**src/rtl/score_pkg.sv**
```systemverilog
// Shared game-status codes and seven-segment constants
// for the score display and the game-state block.
package score_pkg;

  localparam logic [2:0] ST_PLAY = 3'd0;
  localparam logic [2:0] ST_XWIN = 3'd1;
  localparam logic [2:0] ST_OWIN = 3'd2;
  localparam logic [2:0] ST_DRAW = 3'd3;

  localparam int AN_W = 4;

  // Active-low {g,f,e,d,c,b,a}
  localparam logic [6:0] SEG_0     = 7'b1000000;
  localparam logic [6:0] SEG_1     = 7'b1111001;
  localparam logic [6:0] SEG_2     = 7'b0100100;
  localparam logic [6:0] SEG_3     = 7'b0110000;
  localparam logic [6:0] SEG_4     = 7'b0011001;
  localparam logic [6:0] SEG_5     = 7'b0010010;
  localparam logic [6:0] SEG_6     = 7'b0000010;
  localparam logic [6:0] SEG_7     = 7'b1111000;
  localparam logic [6:0] SEG_8     = 7'b0000000;
  localparam logic [6:0] SEG_9     = 7'b0010000;
  localparam logic [6:0] SEG_BLANK = 7'b1111111;

  typedef enum logic {
    S_IDLE,
    S_ARMED
  } arm_t;

endpackage

```
**src/rtl/score_display_bcd_counter2.sv**
```systemverilog
// Two-digit BCD incrementer that saturates at 99.
// Used once for the X score and once for the O score.
module bcd_counter2 (
  input  logic       clk,
  input  logic       rst,
  input  logic       inc,
  output logic [3:0] tens,
  output logic [3:0] ones
);

  logic [3:0] r_tens;
  logic [3:0] r_ones;
  logic       w_full;

  assign w_full = (r_tens == 4'd9) && (r_ones == 4'd9);

  always_ff @(posedge clk) begin
    if (rst) begin
      r_tens <= 4'd0;
      r_ones <= 4'd0;
    end else if (inc && !w_full) begin
      if (r_ones == 4'd9) begin
        r_ones <= 4'd0;
        r_tens <= r_tens + 4'd1;
      end else begin
        r_ones <= r_ones + 4'd1;
      end
    end
  end

  assign tens = r_tens;
  assign ones = r_ones;

endmodule

```
**src/rtl/score_display.sv**
```systemverilog
// Running X/O/draw tally with a multiplexed 4-digit
// seven-segment readout (X score left, O score right).
module score_display
  import score_pkg::*;
#(
  parameter int REFRESH_DIV = 100000
) (
  input  logic            clk,
  input  logic            rst,
  input  logic [2:0]      game_status,
  output logic [6:0]      seg,
  output logic [AN_W-1:0] an,
  output logic            dp,
  output logic [7:0]      draws
);

  localparam int DW = $clog2(REFRESH_DIV);

  arm_t r_state;
  arm_t w_state_nxt;
  logic w_inc_x;
  logic w_inc_o;
  logic w_inc_d;

  always_ff @(posedge clk) begin
    if (rst) r_state <= S_IDLE;
    else     r_state <= w_state_nxt;
  end

  // One result per game: only a seen ST_PLAY re-arms counting
  always_comb begin
    w_state_nxt = r_state;
    w_inc_x     = 1'b0;
    w_inc_o     = 1'b0;
    w_inc_d     = 1'b0;
    unique case (r_state)
      S_IDLE: begin
        if (game_status == ST_PLAY)
          w_state_nxt = S_ARMED;
      end
      S_ARMED: begin
        if (game_status == ST_XWIN) begin
          w_inc_x     = 1'b1;
          w_state_nxt = S_IDLE;
        end else if (game_status == ST_OWIN) begin
          w_inc_o     = 1'b1;
          w_state_nxt = S_IDLE;
        end else if (game_status == ST_DRAW) begin
          w_inc_d     = 1'b1;
          w_state_nxt = S_IDLE;
        end
      end
      default: w_state_nxt = S_IDLE;
    endcase
  end

  logic [3:0] w_x_tens;
  logic [3:0] w_x_ones;
  logic [3:0] w_o_tens;
  logic [3:0] w_o_ones;

  bcd_counter2 u_x (
    .clk  (clk),
    .rst  (rst),
    .inc  (w_inc_x),
    .tens (w_x_tens),
    .ones (w_x_ones)
  );

  bcd_counter2 u_o (
    .clk  (clk),
    .rst  (rst),
    .inc  (w_inc_o),
    .tens (w_o_tens),
    .ones (w_o_ones)
  );

  logic [7:0] r_draws;

  always_ff @(posedge clk) begin
    if (rst)
      r_draws <= 8'd0;
    else if (w_inc_d && (r_draws != 8'hFF))
      r_draws <= r_draws + 8'd1;
  end

  assign draws = r_draws;

  logic [DW-1:0]   r_div_cnt;
  logic [1:0]      r_sel;
  logic [AN_W-1:0] r_an;
  logic [6:0]      r_seg;
  logic            r_dp;
  logic            w_wrap;
  logic [1:0]      w_sel_nxt;
  logic [3:0]      w_nib;
  logic [6:0]      w_seg_nxt;

  assign w_wrap    = (r_div_cnt == DW'(REFRESH_DIV - 1));
  assign w_sel_nxt = w_wrap ? (r_sel + 2'd1) : r_sel;

  // Outputs are driven from the upcoming slot so an/seg/dp
  // move on the same edge as digit_sel.
  always_comb begin
    w_nib = w_o_ones;
    unique case (w_sel_nxt)
      2'd3:    w_nib = w_x_tens;
      2'd2:    w_nib = w_x_ones;
      2'd1:    w_nib = w_o_tens;
      default: w_nib = w_o_ones;
    endcase
  end

  always_comb begin
    w_seg_nxt = SEG_BLANK;
    case (w_nib)
      4'd0:    w_seg_nxt = SEG_0;
      4'd1:    w_seg_nxt = SEG_1;
      4'd2:    w_seg_nxt = SEG_2;
      4'd3:    w_seg_nxt = SEG_3;
      4'd4:    w_seg_nxt = SEG_4;
      4'd5:    w_seg_nxt = SEG_5;
      4'd6:    w_seg_nxt = SEG_6;
      4'd7:    w_seg_nxt = SEG_7;
      4'd8:    w_seg_nxt = SEG_8;
      4'd9:    w_seg_nxt = SEG_9;
      default: w_seg_nxt = SEG_BLANK;
    endcase
  end

  always_ff @(posedge clk) begin
    if (rst) begin
      r_div_cnt <= '0;
      r_sel     <= 2'd0;
      r_an      <= 4'b1110;
      r_seg     <= SEG_0;
      r_dp      <= 1'b1;
    end else begin
      r_div_cnt <= w_wrap ? '0 : r_div_cnt + DW'(1);
      r_sel     <= w_sel_nxt;
      r_an      <= ~(AN_W'(1) << w_sel_nxt);
      r_seg     <= w_seg_nxt;
      r_dp      <= (w_sel_nxt != 2'd2);
    end
  end

  assign an  = r_an;
  assign seg = r_seg;
  assign dp  = r_dp;

endmodule

```
**config.mk**
```make
export PLATFORM = sky130hd
export DESIGN_NAME = score_display
export DESIGN_NICKNAME = d
export VERILOG_FILES = /design/src/rtl/score_pkg.sv /design/src/rtl/score_display_bcd_counter2.sv /design/src/rtl/score_display.sv
export SDC_FILE = /design/constraint.sdc
export NUM_CORES = 1
export LEC_CHECK = 0
export ABC_AREA = 1
export BUFFER_PORTS_ARGS = -buffer_cell sky130_fd_sc_hd__buf_2
export CAP_MARGIN = 5
export CORE_MARGIN = 8
export CORE_UTILIZATION = 60
export DETAILED_ROUTE_END_ITERATION = 10
export PLACE_DENSITY_LB_ADDON = 0.12
export REMOVE_ABC_BUFFERS = 1
export SYNTH_ARGS = -nofsm -noshare
export SYNTH_HDL_FRONTEND = slang
export SYNTH_HIERARCHICAL = 1
export SYNTH_SLANG_ARGS = --single-unit
export TNS_END_PERCENT = 1
```
**constraint.sdc**
```tcl
create_clock -name clk -period 4.7 [get_ports clk]
set_clock_uncertainty 0.15 [all_clocks]
set_input_delay 0.94 -clock clk [delete_from_list [all_inputs] [get_ports clk]]
set_output_delay 0.94 -clock clk [all_outputs]
set_load 0.02 [all_outputs]
```
# After elaboration in Yosys (flattened, before gate mapping)
# Memory sizes are Yosys's and may differ from the RTL's. A register that Yosys moved wholly into a read port is not among the register bits.
# Index checks and enable logic that the tools add are counted.
totals:
  mem_count: 1
  elab_cells: 63
  output_inout_bits: 20
  mem_bits_ro: 112
  ff_bits: 49
op_classes:
  n_bitwise: 2
  n_shift: 1
  reduce_logical: 11
  addsub: 7
  muxes: 18
  n_eq_ne: 13
memory_table:
  columns: ["memory", "words", "width", "rd", "rd_ports_with_merged_regs", "wr", "line_no", "text"]
  rows:
  - ["(no name shown)", 16, 7, 1, 1, 0, "score_display.sv:116", "case (w_nib)"]
op_table:
  columns: ["op", "count"]
  rows:
  - ["17-bit by 1-bit adder with 17-bit output (second input constant)", 1]
  - ["17-bit equality test (second input constant)", 1]
  - ["4-bit by 1-bit adder with 4-bit output (second input constant)", 4]
  - ["4-bit equality test (second input constant)", 4]
  - ["1-bit two-way mux", 13]
  - ["4-bit one-hot mux with 3 select lines", 1]
  - ["8-bit by 1-bit adder with 8-bit output (second input constant)", 1]
  - ["4-bit two-way mux", 2]
  - ["8-bit inequality test (second input constant)", 1]
  - ["3-bit by 2-bit equality test with 1-bit output (second input constant)", 2]
  - ["1-bit logical AND", 5]
  - ["2-bit equality test (second input constant)", 2]
  - ["4-bit NOT", 1]
  - ["2-bit AND reduction", 2]
  - ["1-bit by 2-bit left shift with 4-bit output (first input constant)", 1]
  - ["3-bit by 1-bit equality test with 1-bit output (second input constant)", 1]
  - ["3-bit logical NOT", 1]
  - ["2-bit by 1-bit adder with 2-bit output (second input constant)", 1]
  - ["2-bit by 1-bit equality test with 1-bit output (second input constant)", 1]
  - ["1-bit logical NOT", 2]
  - ["2-bit two-way mux", 1]
  - ["2-bit inequality test (second input constant)", 1]
  - ["1-bit one-hot mux with 2 select lines", 1]
  - ["2-bit OR reduction", 1]
  - ["1-bit NOT", 1]

# Depth between registers and ports, before layout
# Gate-level depths: netlist of the first run.
depth:
  ltp_word: 6
  depth_mapped: 16
  depth_no_buf: 16

# Modules after synthesis
# Netlist of the first run, hierarchy kept.
by_module_without_submodules:
  columns: ["mod", "cells_per_inst", "area_per_inst_um2", "instances"]
  rows:
  - ["score_display", 268, 2079.5, 1]
  - ["bcd_counter2", 60, 451.7, 2]

# Worst setup path after synthesis of the first run
# OpenSTA, ideal clock, no wires.
synth_timing:
  path_type: "input -> register"
  start: "input game_status[0]"
  end: "register u_x.r_ones[3] (netlist: u_x/ones[3])"
  cell_stages: 8
  setup_time_ps: 64
  arrival_time_ps: 2108
  n_path_buf: 0
  slack_ps: 2378
  cell_sequence: "inv_1 nor4_1 nand3_1 inv_1 nand2_1 nand2_1 nand3_1 nor2_1"
synth_between:
  elab_chain_len: 4
synth_lines:
  columns: ["item", "line_no", "text"]
  rows:
  - ["start, declared", "score_display.sv:10", "input logic [2:0] game_status,"]
  - ["3-bit by 1-bit equality test with 1-bit output", "score_display.sv:42", "if (game_status == ST_XWIN) begin"]
  - ["1-bit two-way mux", "score_display.sv:42", null]
  - ["1-bit two-way mux", "score_display.sv:36", "unique case (r_state)"]
  - ["named net w_inc_x", "score_display.sv:21", "logic w_inc_x;"]
  - ["1-bit logical AND", "score_display_bcd_counter2.sv:21", "end else if (inc && !w_full) begin"]
  - ["end signal, assigned", "score_display_bcd_counter2.sv:26", "r_ones <= r_ones + 4'd1;"]
  - ["end, declared", "score_display_bcd_counter2.sv:12", "logic [3:0] r_ones;"]
# The timed path passes the listed nets, and every way through them passes these cells.
# A chain may end at the register's enable or synchronous reset.

# Worst setup path in the final report of the first run
layout_timing:
  start: "register r_div_cnt[0]"
  end: "register r_seg[1] (netlist: seg[1])"
layout_between:
  elab_chain_len: 4
  word_cells_on_any_way: 6
layout_lines:
  columns: ["item", "line_no", "text"]
  rows:
  - ["start, declared", "score_display.sv:89", "logic [DW-1:0] r_div_cnt;"]
  - ["start signal, assigned", "score_display.sv:139", "r_div_cnt <= w_wrap ? '0 : r_div_cnt + DW'(1);"]
  - ["17-bit equality test *", "score_display.sv:99", "assign w_wrap = (r_div_cnt == DW'(REFRESH_DIV - 1));"]
  - ["2-bit two-way mux *", "score_display.sv:100", "assign w_sel_nxt = w_wrap ? (r_sel + 2'd1) : r_sel;"]
  - ["2-bit by 1-bit equality test with 1-bit output or 2-bit equality test (tied branches)", "score_display.sv:106", "unique case (w_sel_nxt)"]
  - ["4-bit one-hot mux with 3 select lines *", "score_display.sv:106", null]
  - ["end, declared", "score_display.sv:92", "logic [6:0] r_seg;"]
# Every way passes the cells marked *; elsewhere a longest branch is shown, timed or not.

==> flow_results.xml, run 1 <==
<?xml version="1.0" encoding="UTF-8"?>
<metrics>
  <group name="run_status">
    <metric name="status" unit="">finished clean</metric>
  </group>
  <group name="grt">
    <metric name="track_usage" unit="%">15.9</metric>
    <metric name="grt_util_met2" unit="%">27.2</metric>
    <metric name="grt_first_pass_wirelength" unit="um">9870</metric>
    <metric name="grt-ovfl-total" unit="">0</metric>
    <metric name="grt_max_degree" unit="">19</metric>
    <metric name="grt.busiest_layer" unit="">met2</metric>
    <metric name="groute.layer.met3.usage" unit="%">3.78</metric>
    <metric name="grtUsageMet1" unit="%">18.6</metric>
    <metric name="initial_antenna_violation_count" unit="">0</metric>
    <metric name="number_of_global_route_vias_before_repair" unit="">2282</metric>
  </group>
  <group name="pwr">
    <metric name="power.net_switching" unit="uW">185</metric>
    <metric name="internal-power" unit="uW">587</metric>
    <metric name="sequentialPowerShare" unit="%">61.3</metric>
    <metric name="leak" unit="uW">0.00143</metric>
    <metric name="fin_total_pwr" unit="uW">772</metric>
    <metric name="power-per-cell-area" unit="mW/mm^2">237</metric>
    <metric name="combPwrFrac" unit="%">4.1</metric>
    <metric name="switching_share" unit="%">24.0</metric>
    <metric name="power.clock.fraction" unit="%">34.7</metric>
    <metric name="ir_drop" unit="mV">0.164</metric>
  </group>
  <group name="sta">
    <metric name="hold_violations" unit="">0</metric>
    <metric name="slew_headroom" unit="%">27.3</metric>
    <metric name="post-route-period-util" unit="%">53.6</metric>
    <metric name="setup_viol_count_final" unit="">0</metric>
    <metric name="fin_tns_setup" unit="ns">0</metric>
    <metric name="timing.fmax" unit="MHz">397</metric>
    <metric name="layout_min_cycle_time" unit="ns">2.52</metric>
    <metric name="timing.final.ws_setup" unit="ns">2.18</metric>
    <metric name="timing_max_transition_violations_final" unit="">0</metric>
    <metric name="rsz0062_at_grt" unit="">false</metric>
    <metric name="worstMarginPinSlew" unit="ns">1.08</metric>
  </group>
  <group name="cts">
    <metric name="post-cts-setup-buffers" unit="">0</metric>
    <metric name="clock_tree_from_tritoncts" unit="">built</metric>
    <metric name="cts_repair_resize_count" unit="">0</metric>
    <metric name="cts-root-to-sink-buffers" unit="">2</metric>
    <metric name="h-tree-depth" unit="">2</metric>
    <metric name="clock_latency" unit="ns">0.31</metric>
    <metric name="numCtsBuffers" unit="">5</metric>
    <metric name="root_buffer" unit="">clkbuf_8</metric>
    <metric name="postCtsHoldBufs" unit="">0</metric>
    <metric name="cts_num_sinks" unit="">55</metric>
    <metric name="clock_slew_seen_by_the_registers_of_the_worst_setup_and_hold_paths" unit="ns">0.10</metric>
  </group>
  <group name="routing">
    <metric name="via_count" unit="">2437</metric>
    <metric name="via_per_inst" unit="">5.04</metric>
    <metric name="avgRoutedWirePerCell" unit="um">11.6</metric>
    <metric name="firstDrtPassIters" unit="">4</metric>
    <metric name="drt_wl_total" unit="um">5620</metric>
    <metric name="drtIter0Drc" unit="">140</metric>
    <metric name="remaining_drc_errors" unit="">0</metric>
    <metric name="route.antenna.remaining_nets" unit="">0</metric>
  </group>
  <group name="floorplan">
    <metric name="floorplan.initialDensity" unit="%">62.7</metric>
    <metric name="die-height" unit="um">86.5</metric>
    <metric name="placement_rows" unit="">25</metric>
    <metric name="floorplan.die_area" unit="sq mm">0.00748</metric>
    <metric name="core_region_area" unit="sq mm">0.00475</metric>
    <metric name="ios" unit="">25</metric>
    <metric name="width_of_the_chip" unit="um">86.5</metric>
  </group>
  <group name="synth">
    <metric name="dominant_cells_by_area_after_synthesis" unit="">dfxtp_1 (37%), nand2_1 (7.8%), nor2_1 (6.3%)</metric>
    <metric name="syn-mean-instance-area" unit="sq um">7.69</metric>
    <metric name="number_of_distinct_library_cells_after_synthesis" unit="">37</metric>
    <metric name="synth-seq-cells" unit="">55</metric>
    <metric name="yosysTopAreaCell" unit="">dfxtp_1</metric>
    <metric name="yosysSeqAreaShare" unit="%">36.9</metric>
    <metric name="netlist_instances" unit="">388</metric>
    <metric name="synth_top_area_share" unit="%">36.9</metric>
    <metric name="yosysWarningCount" unit="">6</metric>
    <metric name="netlist_area" unit="sq mm">0.00298</metric>
  </group>
  <group name="placement">
    <metric name="gp_congestion" unit="">0.844</metric>
    <metric name="dp_hpwl" unit="um">4290</metric>
    <metric name="buffer_ports.inserted" unit="">24</metric>
    <metric name="dpl_worst_slack" unit="ns">1.91</metric>
  </group>
  <group name="finish">
    <metric name="proportion_of_layout_cells_with_a_drive_suffix_above_1" unit="%">23.0</metric>
    <metric name="finish.net_count" unit="">430</metric>
    <metric name="fillerInstances" unit="">434</metric>
    <metric name="area_of_the_multi_input_gates" unit="sq mm">0.00164</metric>
    <metric name="area_growth" unit="%">9.48</metric>
    <metric name="layout.cells.most_common" unit="">nand2_1</metric>
    <metric name="mostFrequentLayoutCells" unit="">nand2_1 (62), dfxtp_1 (55), nor2_1 (50)</metric>
    <metric name="final-seq-area" unit="sq mm">0.00110</metric>
    <metric name="antenna_cells" unit="">0</metric>
  </group>
  <group name="setup_path">
    <metric name="worst-setup-path-type" unit="">flop to flop</metric>
    <metric name="critical_path_at" unit="ns">2.62</metric>
    <metric name="critical_path.endpoint_type" unit="">flop</metric>
    <metric name="critPathMaxFanout" unit="">7</metric>
    <metric name="worstPathRequired" unit="ns">4.80</metric>
    <metric name="worst_setup_path_start_kind" unit="">flop</metric>
  </group>
  <group name="flow_run">
    <metric name="drv.max_cap_violation_count" unit="">0</metric>
  </group>
  <group name="hold_path">
    <metric name="worstHoldPathType" unit="">flop to flop</metric>
  </group>
</metrics>
## worst max-delay path: stages (launching register included)
cell	delay (ns)
dfxtp_1	0.37
ha_1	0.21
nand3_2	0.18
nor2_1	0.19
nand3_1	0.09
nand2_1	0.09
nand2_2	0.14
nand2_2	0.12
nor2_2	0.05
nor2_4	0.16
inv_1	0.08
ha_1	0.29
or2_0	0.22
a21oi_1	0.14
## kinds of logic after synthesis
kind of cell | synth area share [%]
xor gates and xnor gates | 2.06
DFF | 36.9
buffers and inverters | 8.01
AOI/OAI and AO/OA | 8.47
adders and majority gates | 3.78
and+or+nand+nor | 40.8
## power by group through the flow
stage          Clock (uW)  Combinational [uW]  Sequential [uW]
2_1_floorplan           0                19.7              485
3_5_place_dp            0                31.3              484
5_1_grt               296                36.2              474
4_1_cts               279                31.6              473
6_report              268                31.4              473
3_3_place_gp            0                30.1              484
## state kept, by name (all words and copies together) (netlist names)
register and cells:
r_div_cnt 17, draws 8, seg 7, an 4
u_o/ones 4, u_o/tens 4, u_x/ones 4, u_x/tens 4
r_sel 2, r_state 1
## metal layers
metal	vias up	routed length (um)
met5	-	0
met4	0	102
met3	10	166
met2	29	2720
met1	1088	2620
li1	1310	-
## cells in the mapped netlist, drive strengths merged
cell type,instances
nor3,5
nand3b,2
inv,57
ha,9
xnor2,1
a31oi,2
nand4,13
dfxtp,55
clkbuf,2
nand3,33
nor4,3
xor2,6
nand2,80
a21oi,24
o21ai,18
buf,1
clkinv,2
o21a,2
a211oi,1
nor3b,4
or2,2
nor2,66
## path summary, 6_finish.rpt
check	start	to	slack [ns]	depth (start not counted)
setup / recovery	r_div_cnt[0]	seg[1]	2.18	13
hold / removal	r_div_cnt[0]	r_div_cnt[0]	0.31	1
setup reg to reg	r_div_cnt[0]	seg[1]	2.18	13
hold reg to reg	r_div_cnt[0]	r_div_cnt[0]	0.31	1
## final cells by class
type,instances,share of cell area (%)
clock buffers,5,2.11
clock inverters,3,0.766
inverters,59,6.86
multi-input cells,271,50.3
flip-flops and latches,55,33.7
well taps,67,2.57
repair buffers,24,3.68
## stage by stage
step	util [%]	cell area [sq um]	instances	hold WS, ns
after floorplan	-	2970	385	0.268
after global placement	66.7	3170	476	0.281
after detailed placement	66.7	3170	476	0.300
after CTS	68.7	3270	484	0.315
after global routing	68.7	3270	484	0.335
final	68.7	3270	484	0.314
(Power assumes the default switching activity.)
==> run 2, diff against run 1 <==
- ABC_AREA: 1 -> 0
- CORE_UTILIZATION: 60 -> 59
- clock period: 4.7 -> 2.47 ns (I/O delays scaled with it)
==> flow_results.xml, run 2 <==
<?xml version="1.0" encoding="UTF-8"?>
<metrics>
  <group name="run_status">
    <metric name="status" unit="">finished, violations left</metric>
    <metric name="violations" unit="">setup timing</metric>
  </group>
  <group name="grt">
    <metric name="grt_first_pass_wirelength" unit="um">10500</metric>
    <metric name="number_of_global_route_vias_before_repair" unit="">2376</metric>
    <metric name="initial_antenna_violation_count" unit="">0</metric>
    <metric name="grt_max_degree" unit="">29</metric>
    <metric name="grt-ovfl-total" unit="">0</metric>
    <metric name="track_usage" unit="%">17.0</metric>
  </group>
  <group name="sta">
    <metric name="hold_violations" unit="">0</metric>
    <metric name="layout_min_cycle_time" unit="ns">2.63</metric>
    <metric name="setup_viol_count_final" unit="">6</metric>
    <metric name="timing.fmax" unit="MHz">380</metric>
    <metric name="rsz0062_at_grt" unit="">true</metric>
    <metric name="post-route-period-util" unit="%">106</metric>
    <metric name="worstMarginPinSlew" unit="ns">0.622</metric>
    <metric name="timing.final.ws_setup" unit="ns">-0.158</metric>
    <metric name="timing_max_transition_violations_final" unit="">0</metric>
    <metric name="slew_headroom" unit="%">58.4</metric>
  </group>
  <group name="cts">
    <metric name="clock_tree_from_tritoncts" unit="">built</metric>
    <metric name="cts_num_sinks" unit="">55</metric>
    <metric name="h-tree-depth" unit="">2</metric>
    <metric name="postCtsHoldBufs" unit="">0</metric>
    <metric name="numCtsBuffers" unit="">5</metric>
    <metric name="clock_slew_seen_by_the_registers_of_the_worst_setup_and_hold_paths" unit="ns">0.10</metric>
    <metric name="cts-root-to-sink-buffers" unit="">2</metric>
    <metric name="clock_latency" unit="ns">0.31</metric>
    <metric name="root_buffer" unit="">clkbuf_8</metric>
  </group>
  <group name="setup_path">
    <metric name="worst-setup-path-type" unit="">flop to flop</metric>
    <metric name="r2r_start" unit="">r_div_cnt[0]</metric>
    <metric name="worst_setup_path_start_kind" unit="">flop</metric>
    <metric name="critPathMaxFanout" unit="">4</metric>
    <metric name="worst_r2r_endpoint" unit="">seg[0]</metric>
    <metric name="critical_path.n_buffers_inverters" unit="">4</metric>
    <metric name="critPathMostFrequentCell" unit="">buf_6</metric>
    <metric name="crit_path_start" unit="">r_div_cnt[0]</metric>
    <metric name="r2r_setup_slack" unit="ns">-0.16</metric>
    <metric name="number_of_cells_on_the_critical_path" unit="">11</metric>
    <metric name="critical_path_at" unit="ns">2.71</metric>
    <metric name="reg2reg_depth" unit="">11</metric>
    <metric name="worstPathRequired" unit="ns">2.56</metric>
    <metric name="critical_path_s_slowest_cell" unit="">dfxtp_2</metric>
    <metric name="critical_path.endpoint_type" unit="">flop</metric>
    <metric name="worst_path_dominant_cell_family" unit="">simple AND/OR/NAND/NOR gates</metric>
    <metric name="critical_path.max_stage_delay" unit="ns">0.37</metric>
    <metric name="worst_setup_ep" unit="">seg[0]</metric>
    <metric name="ordered_list_of_cells_on_the_worst_path" unit="">ha_4 &gt; and4_4 &gt; and4_4 &gt; buf_6 &gt; mux2_4 &gt; a211o_1 &gt; buf_6 &gt; inv_4 &gt; buf_6 &gt; nand4_1 &gt; a31oi_1</metric>
  </group>
  <group name="placement">
    <metric name="dp_hpwl" unit="um">4370</metric>
    <metric name="post-place-cells" unit="">438</metric>
    <metric name="buffer_ports.inserted" unit="">24</metric>
    <metric name="gp_congestion" unit="">0.790</metric>
  </group>
  <group name="routing">
    <metric name="avgRoutedWirePerCell" unit="um">13.9</metric>
    <metric name="remaining_drc_errors" unit="">0</metric>
    <metric name="route.antenna.remaining_nets" unit="">0</metric>
    <metric name="via_per_inst" unit="">5.45</metric>
    <metric name="firstDrtPassIters" unit="">4</metric>
    <metric name="via_count" unit="">2468</metric>
    <metric name="drtIter0Drc" unit="">112</metric>
    <metric name="drt_wl_total" unit="um">6300</metric>
  </group>
  <group name="finish">
    <metric name="layout.cells.most_common" unit="">dfxtp_1</metric>
    <metric name="mostFrequentLayoutCells" unit="">dfxtp_1 (53), nor2_1 (46), buf_4 (40)</metric>
    <metric name="stdcell_count" unit="">453</metric>
    <metric name="antenna_cells" unit="">0</metric>
    <metric name="fillerInstances" unit="">349</metric>
    <metric name="proportion_of_layout_cells_with_a_drive_suffix_above_1" unit="%">29.0</metric>
    <metric name="area_growth" unit="%">23.1</metric>
    <metric name="largest_reg_flops" unit="">17</metric>
    <metric name="top_register" unit="">r_div_cnt</metric>
    <metric name="finish.net_count" unit="">399</metric>
  </group>
  <group name="synth">
    <metric name="synth_top_family_by_area" unit="">simple AND/OR/NAND/NOR gates</metric>
    <metric name="synthesized_area_fraction_occupied_by_ao_oa_aoi_and_oai_cells" unit="%">6.72</metric>
    <metric name="dominant_cells_by_area_after_synthesis" unit="">dfxtp_1 (38%), nor2_1 (6.0%), xor2_1 (4.2%)</metric>
    <metric name="synth_xor_xnor_area_share" unit="%">7.19</metric>
    <metric name="syn-mean-instance-area" unit="sq um">9.07</metric>
    <metric name="post-synth-top-count-cell" unit="">dfxtp_1</metric>
    <metric name="netlist_area" unit="sq mm">0.00292</metric>
    <metric name="post_synth_most_frequent_cells" unit="">dfxtp_1 (55), nor2_1 (47), nand2_1 (24), inv_1 (15), xor2_1 (14)</metric>
    <metric name="number_of_distinct_library_cells_after_synthesis" unit="">47</metric>
    <metric name="yosysTopAreaCell" unit="">dfxtp_1</metric>
    <metric name="synth-async-reset-ratio" unit="%">0</metric>
    <metric name="post_synth_fa_ha_maj_area_fraction" unit="%">3.85</metric>
    <metric name="ys_dominant_reg_cell" unit="">dfxtp_1</metric>
    <metric name="synth_top_area_share" unit="%">37.7</metric>
    <metric name="synth-simple-area-share" unit="%">29.8</metric>
    <metric name="netlist_instances" unit="">322</metric>
    <metric name="synth_mux_area_share" unit="%">10.2</metric>
    <metric name="yosysWarningCount" unit="">6</metric>
    <metric name="synth-seq-cells" unit="">55</metric>
    <metric name="yosysSeqAreaShare" unit="%">37.7</metric>
    <metric name="synth_enable_flop_cells" unit="">0</metric>
  </group>
  <group name="floorplan">
    <metric name="width_of_the_chip" unit="um">86.4</metric>
    <metric name="core_region_area" unit="sq mm">0.00475</metric>
    <metric name="floorplan.die_area" unit="sq mm">0.00746</metric>
    <metric name="die-height" unit="um">86.4</metric>
    <metric name="floorplan.initialDensity" unit="%">61.4</metric>
    <metric name="ios" unit="">25</metric>
    <metric name="placement_rows" unit="">25</metric>
  </group>
  <group name="pwr">
    <metric name="leak" unit="uW">0.00143</metric>
    <metric name="fin_total_pwr" unit="uW">1490</metric>
    <metric name="ir_drop" unit="mV">0.296</metric>
    <metric name="power-per-cell-area" unit="mW/mm^2">413</metric>
  </group>
  <group name="hold_path">
    <metric name="worstHoldPathType" unit="">primary input to flop</metric>
  </group>
  <group name="flow_run">
    <metric name="drv.max_cap_violation_count" unit="">0</metric>
  </group>
</metrics>
-- run 2: cell types whose count changed in the layout (fill, tap and decap cells not counted), sizes merged, moves of 11 or more --
cell / before / now
nand2: 80 / 24
buf: 24 / 69
inv: 57 / 16
nand3: 33 / 9
nor2: 66 / 47
mux2: 0 / 16
a21oi: 24 / 10
o21ai: 18 / 4
mux2i: 0 / 11
-- run 2: power breakdown --
group          switching, uW  internal [uW]
registers               4.94            892
clock network            301            230
logic                   32.6           24.2
-- run 2: final cells by class --
| type | instances | area (sq um) | share of cell area [%] |
|---|---|---|---|
| clock buffer | 6 | 82.6 | 2.30 |
| sequential | 55 | 1100 | 30.7 |
| timing repair buffer | 69 | 480 | 13.4 |
| inverter | 15 | 58.8 | 1.63 |
| tap | 67 | 83.8 | 2.33 |
| multi-input combinational | 239 | 1770 | 49.3 |
| clock inverter | 2 | 13.8 | 0.383 |
-- run 2: worst min-delay path by stage --
stage                              start            to  slack (ns)  depth (start not counted)
final                     game_status[2]       r_state        0.33                          3
after floorplan             r_div_cnt[0]  r_div_cnt[0]        0.28                          1
after detailed placement        draws[5]      draws[5]        0.35                          2
after global placement          draws[5]      draws[5]        0.33                          2
after CTS                 game_status[2]       r_state        0.31                          3
after global routing      game_status[2]       r_state        0.32                          3
-- run 2: metal layers --
layer	wire [um]	part of all wire (%)	vias to the layer above	GRT usage (%)
li1	-	-	1251	-
met2	2990	47	34	28.2
met3	215	3.4	8	3.40
met1	3030	48	1175	21.7
met5	0	0	-	0
met4	63	1.0	0	5.16
-- run 2: cells by family after synthesis --
group           after synthesis
simple gates                151
flops                        55
compound gates               28
buf+inv                      28
mux                          27
xor+xnor                     24
fa+ha+maj                     9
-- run 2: timing repair --
action,CTS,global route
setup buffers,5,3
endpoints found under the setup margin,7,7
pin swaps,8,6
gates resized for setup,20,10
-- run 2: metrics by stage --
stage | cell area, sq um | hold slack, ns | utilization (%) | setup TNS, ns | setup WS [ns]
after global placement | 3330 | 0.334 | 70.1 | -0.746 | -0.147
after global routing | 3600 | 0.316 | 75.7 | -1.31 | -0.273
after detailed placement | 3330 | 0.351 | 70.1 | -1.04 | -0.213
after floorplan | 2840 | 0.276 | - | -2.42 | -0.535
final | 3600 | 0.326 | 75.7 | -0.559 | -0.158
after CTS | 3540 | 0.314 | 74.6 | -0.136 | -0.0511
-- run 2: worst reg2reg max path, cell delays in order, from the launching register on --
cell and delay [ns]:
dfxtp_2 0.37, ha_4 0.14, and4_4 0.21, and4_4 0.26
buf_6 0.11, mux2_4 0.30, a211o_1 0.34, buf_6 0.16
inv_4 0.05, buf_6 0.09, nand4_1 0.14, a31oi_1 0.25
==> run 3, diff against run 2 <==
- CORE_UTILIZATION: 59 -> 53
- clock period: 2.47 -> 2.4 ns (I/O delays scaled with it)
==> flow_results.xml, run 3 (same netlist as run 2, synthesis figures left out) <==
<?xml version="1.0" encoding="UTF-8"?>
<metrics>
  <group name="cts">
    <metric name="clock_slew_seen_by_the_registers_of_the_worst_setup_and_hold_paths" unit="ns">0.10</metric>
    <metric name="cts_num_sinks" unit="">55</metric>
    <metric name="h-tree-depth" unit="">2</metric>
    <metric name="root_buffer" unit="">clkbuf_8</metric>
    <metric name="clock_tree_from_tritoncts" unit="">built</metric>
    <metric name="clock_latency" unit="ns">0.31</metric>
    <metric name="cts-root-to-sink-buffers" unit="">2</metric>
    <metric name="numCtsBuffers" unit="">5</metric>
  </group>
  <group name="placement">
    <metric name="dp_hpwl" unit="um">4320</metric>
    <metric name="dpl_worst_slack" unit="ns">-0.344</metric>
    <metric name="gp_congestion" unit="">0.785</metric>
    <metric name="buffer_ports.inserted" unit="">24</metric>
  </group>
  <group name="grt">
    <metric name="grt_first_pass_wirelength" unit="um">10400</metric>
    <metric name="track_usage" unit="%">15.1</metric>
    <metric name="grt-ovfl-total" unit="">0</metric>
    <metric name="number_of_global_route_vias_before_repair" unit="">2324</metric>
    <metric name="grt_max_degree" unit="">26</metric>
    <metric name="initial_antenna_violation_count" unit="">0</metric>
  </group>
  <group name="run_status">
    <metric name="status" unit="">finished, violations left</metric>
    <metric name="violations" unit="">setup timing</metric>
  </group>
  <group name="finish">
    <metric name="proportion_of_layout_cells_with_a_drive_suffix_above_1" unit="%">27.3</metric>
    <metric name="fillerInstances" unit="">464</metric>
    <metric name="layout.cells.most_common" unit="">dfxtp_1</metric>
    <metric name="top_register" unit="">r_div_cnt</metric>
    <metric name="mostFrequentLayoutCells" unit="">dfxtp_1 (53), nor2_1 (46), buf_4 (31)</metric>
    <metric name="finish.net_count" unit="">391</metric>
    <metric name="area_growth" unit="%">20.6</metric>
    <metric name="largest_reg_flops" unit="">17</metric>
    <metric name="antenna_cells" unit="">0</metric>
  </group>
  <group name="floorplan">
    <metric name="placement_rows" unit="">27</metric>
    <metric name="floorplan.initialDensity" unit="%">54.1</metric>
    <metric name="ios" unit="">25</metric>
    <metric name="die-height" unit="um">90.2</metric>
    <metric name="core_region_area" unit="sq mm">0.00541</metric>
    <metric name="floorplan.die_area" unit="sq mm">0.00814</metric>
    <metric name="width_of_the_chip" unit="um">90.2</metric>
  </group>
  <group name="sta">
    <metric name="timing_max_transition_violations_final" unit="">0</metric>
    <metric name="rsz0062_at_grt" unit="">true</metric>
    <metric name="post-route-period-util" unit="%">106</metric>
    <metric name="setup_viol_count_final" unit="">7</metric>
    <metric name="layout_min_cycle_time" unit="ns">2.54</metric>
    <metric name="slew_headroom" unit="%">57.4</metric>
    <metric name="hold_violations" unit="">0</metric>
    <metric name="timing.final.ws_setup" unit="ns">-0.141</metric>
    <metric name="fin_tns_setup" unit="ns">-0.815</metric>
    <metric name="timing.fmax" unit="MHz">394</metric>
    <metric name="worstMarginPinSlew" unit="ns">0.638</metric>
  </group>
  <group name="routing">
    <metric name="drt_wl_total" unit="um">6090</metric>
    <metric name="firstDrtPassIters" unit="">5</metric>
    <metric name="remaining_drc_errors" unit="">0</metric>
    <metric name="drtIter0Drc" unit="">117</metric>
    <metric name="avgRoutedWirePerCell" unit="um">13.6</metric>
    <metric name="via_per_inst" unit="">5.30</metric>
    <metric name="via_count" unit="">2378</metric>
    <metric name="route.antenna.remaining_nets" unit="">0</metric>
  </group>
  <group name="flow_run">
    <metric name="drv.max_cap_violation_count" unit="">0</metric>
  </group>
  <group name="pwr">
    <metric name="leak" unit="uW">0.00138</metric>
    <metric name="power-per-cell-area" unit="mW/mm^2">425</metric>
    <metric name="fin_total_pwr" unit="uW">1500</metric>
    <metric name="ir_drop" unit="mV">0.357</metric>
  </group>
  <group name="setup_path">
    <metric name="worstPathRequired" unit="ns">2.48</metric>
    <metric name="worst-setup-path-type" unit="">flop to flop</metric>
    <metric name="worst_setup_path_start_kind" unit="">flop</metric>
    <metric name="critPathMaxFanout" unit="">6</metric>
    <metric name="r2r_setup_slack" unit="ns">-0.14</metric>
    <metric name="critical_path_at" unit="ns">2.62</metric>
    <metric name="critical_path.endpoint_type" unit="">flop</metric>
  </group>
  <group name="hold_path">
    <metric name="worstHoldPathType" unit="">primary input to flop</metric>
  </group>
</metrics>
[run 3: final cells by class]
cell class	instances	area (sq um)	share of cell area, %
Multi-Input combinational cell	239	1770	50.1
Sequential cell	55	1100	31.3
Timing Repair Buffer	61	420	11.9
Tap cell	72	90.1	2.56
Clock buffer	6	82.6	2.34
Inverter	15	56.3	1.60
Clock inverter	1	5.00	0.142
[run 3: repair_timing]
item | CTS | global route
resized for setup | 15 | 14
endpoints found under the setup margin | 7 | 7
hold buffers | 0 | 0
buffers inserted | 2 | 0
pin swaps | 6 | 8
gates cloned | 0 | 0
[run 3: worst max-delay path: stages (launching register included)]
cell and delay, ns:
dfxtp_2 0.36, ha_4 0.13, and4_4 0.21, and4_4 0.31
mux2_4 0.31, a211o_1 0.32, ha_4 0.19, mux2_4 0.27
a221oi_2 0.21
[run 3: final timing paths]
kind | from | to | depth (start not counted)
hold reg to reg | draws[5] | draws[5] | 2
setup / recovery | r_div_cnt[1] | seg[4] | 8
hold / removal | game_status[2] | r_state | 3
setup reg to reg | r_div_cnt[1] | seg[4] | 8
[run 3: report_power, final]
group / leakage, uW / switching [uW] / internal (uW)
registers: 0.000444 / 4.82 / 918
logic: 0.000891 / 32.8 / 22.0
clock network: 0.0000470 / 293 / 227
total: 0.00138 / 330 / 1170
[run 3: metrics by stage]
step	hold WS [ns]	std cells	instance area, sq um	utilization [%]
3_5_place_dp	0.350	440	3320	61.4
6_report	0.335	449	3520	65.2
5_1_grt	0.354	449	3520	65.2
3_3_place_gp	0.334	440	3320	61.4
4_1_cts	0.328	449	3460	64.0
2_1_floorplan	0.276	309	2840	-
[run 3: routing by layer]
layer  track usage, %  share of wire, %  vias to the layer above
li1                 -                 -                     1224
met1             19.0                51                     1118
met2             25.2                46                       32
met3             3.57               2.7                        4
met4             4.16              0.61                        0
met5                0                 0                        -
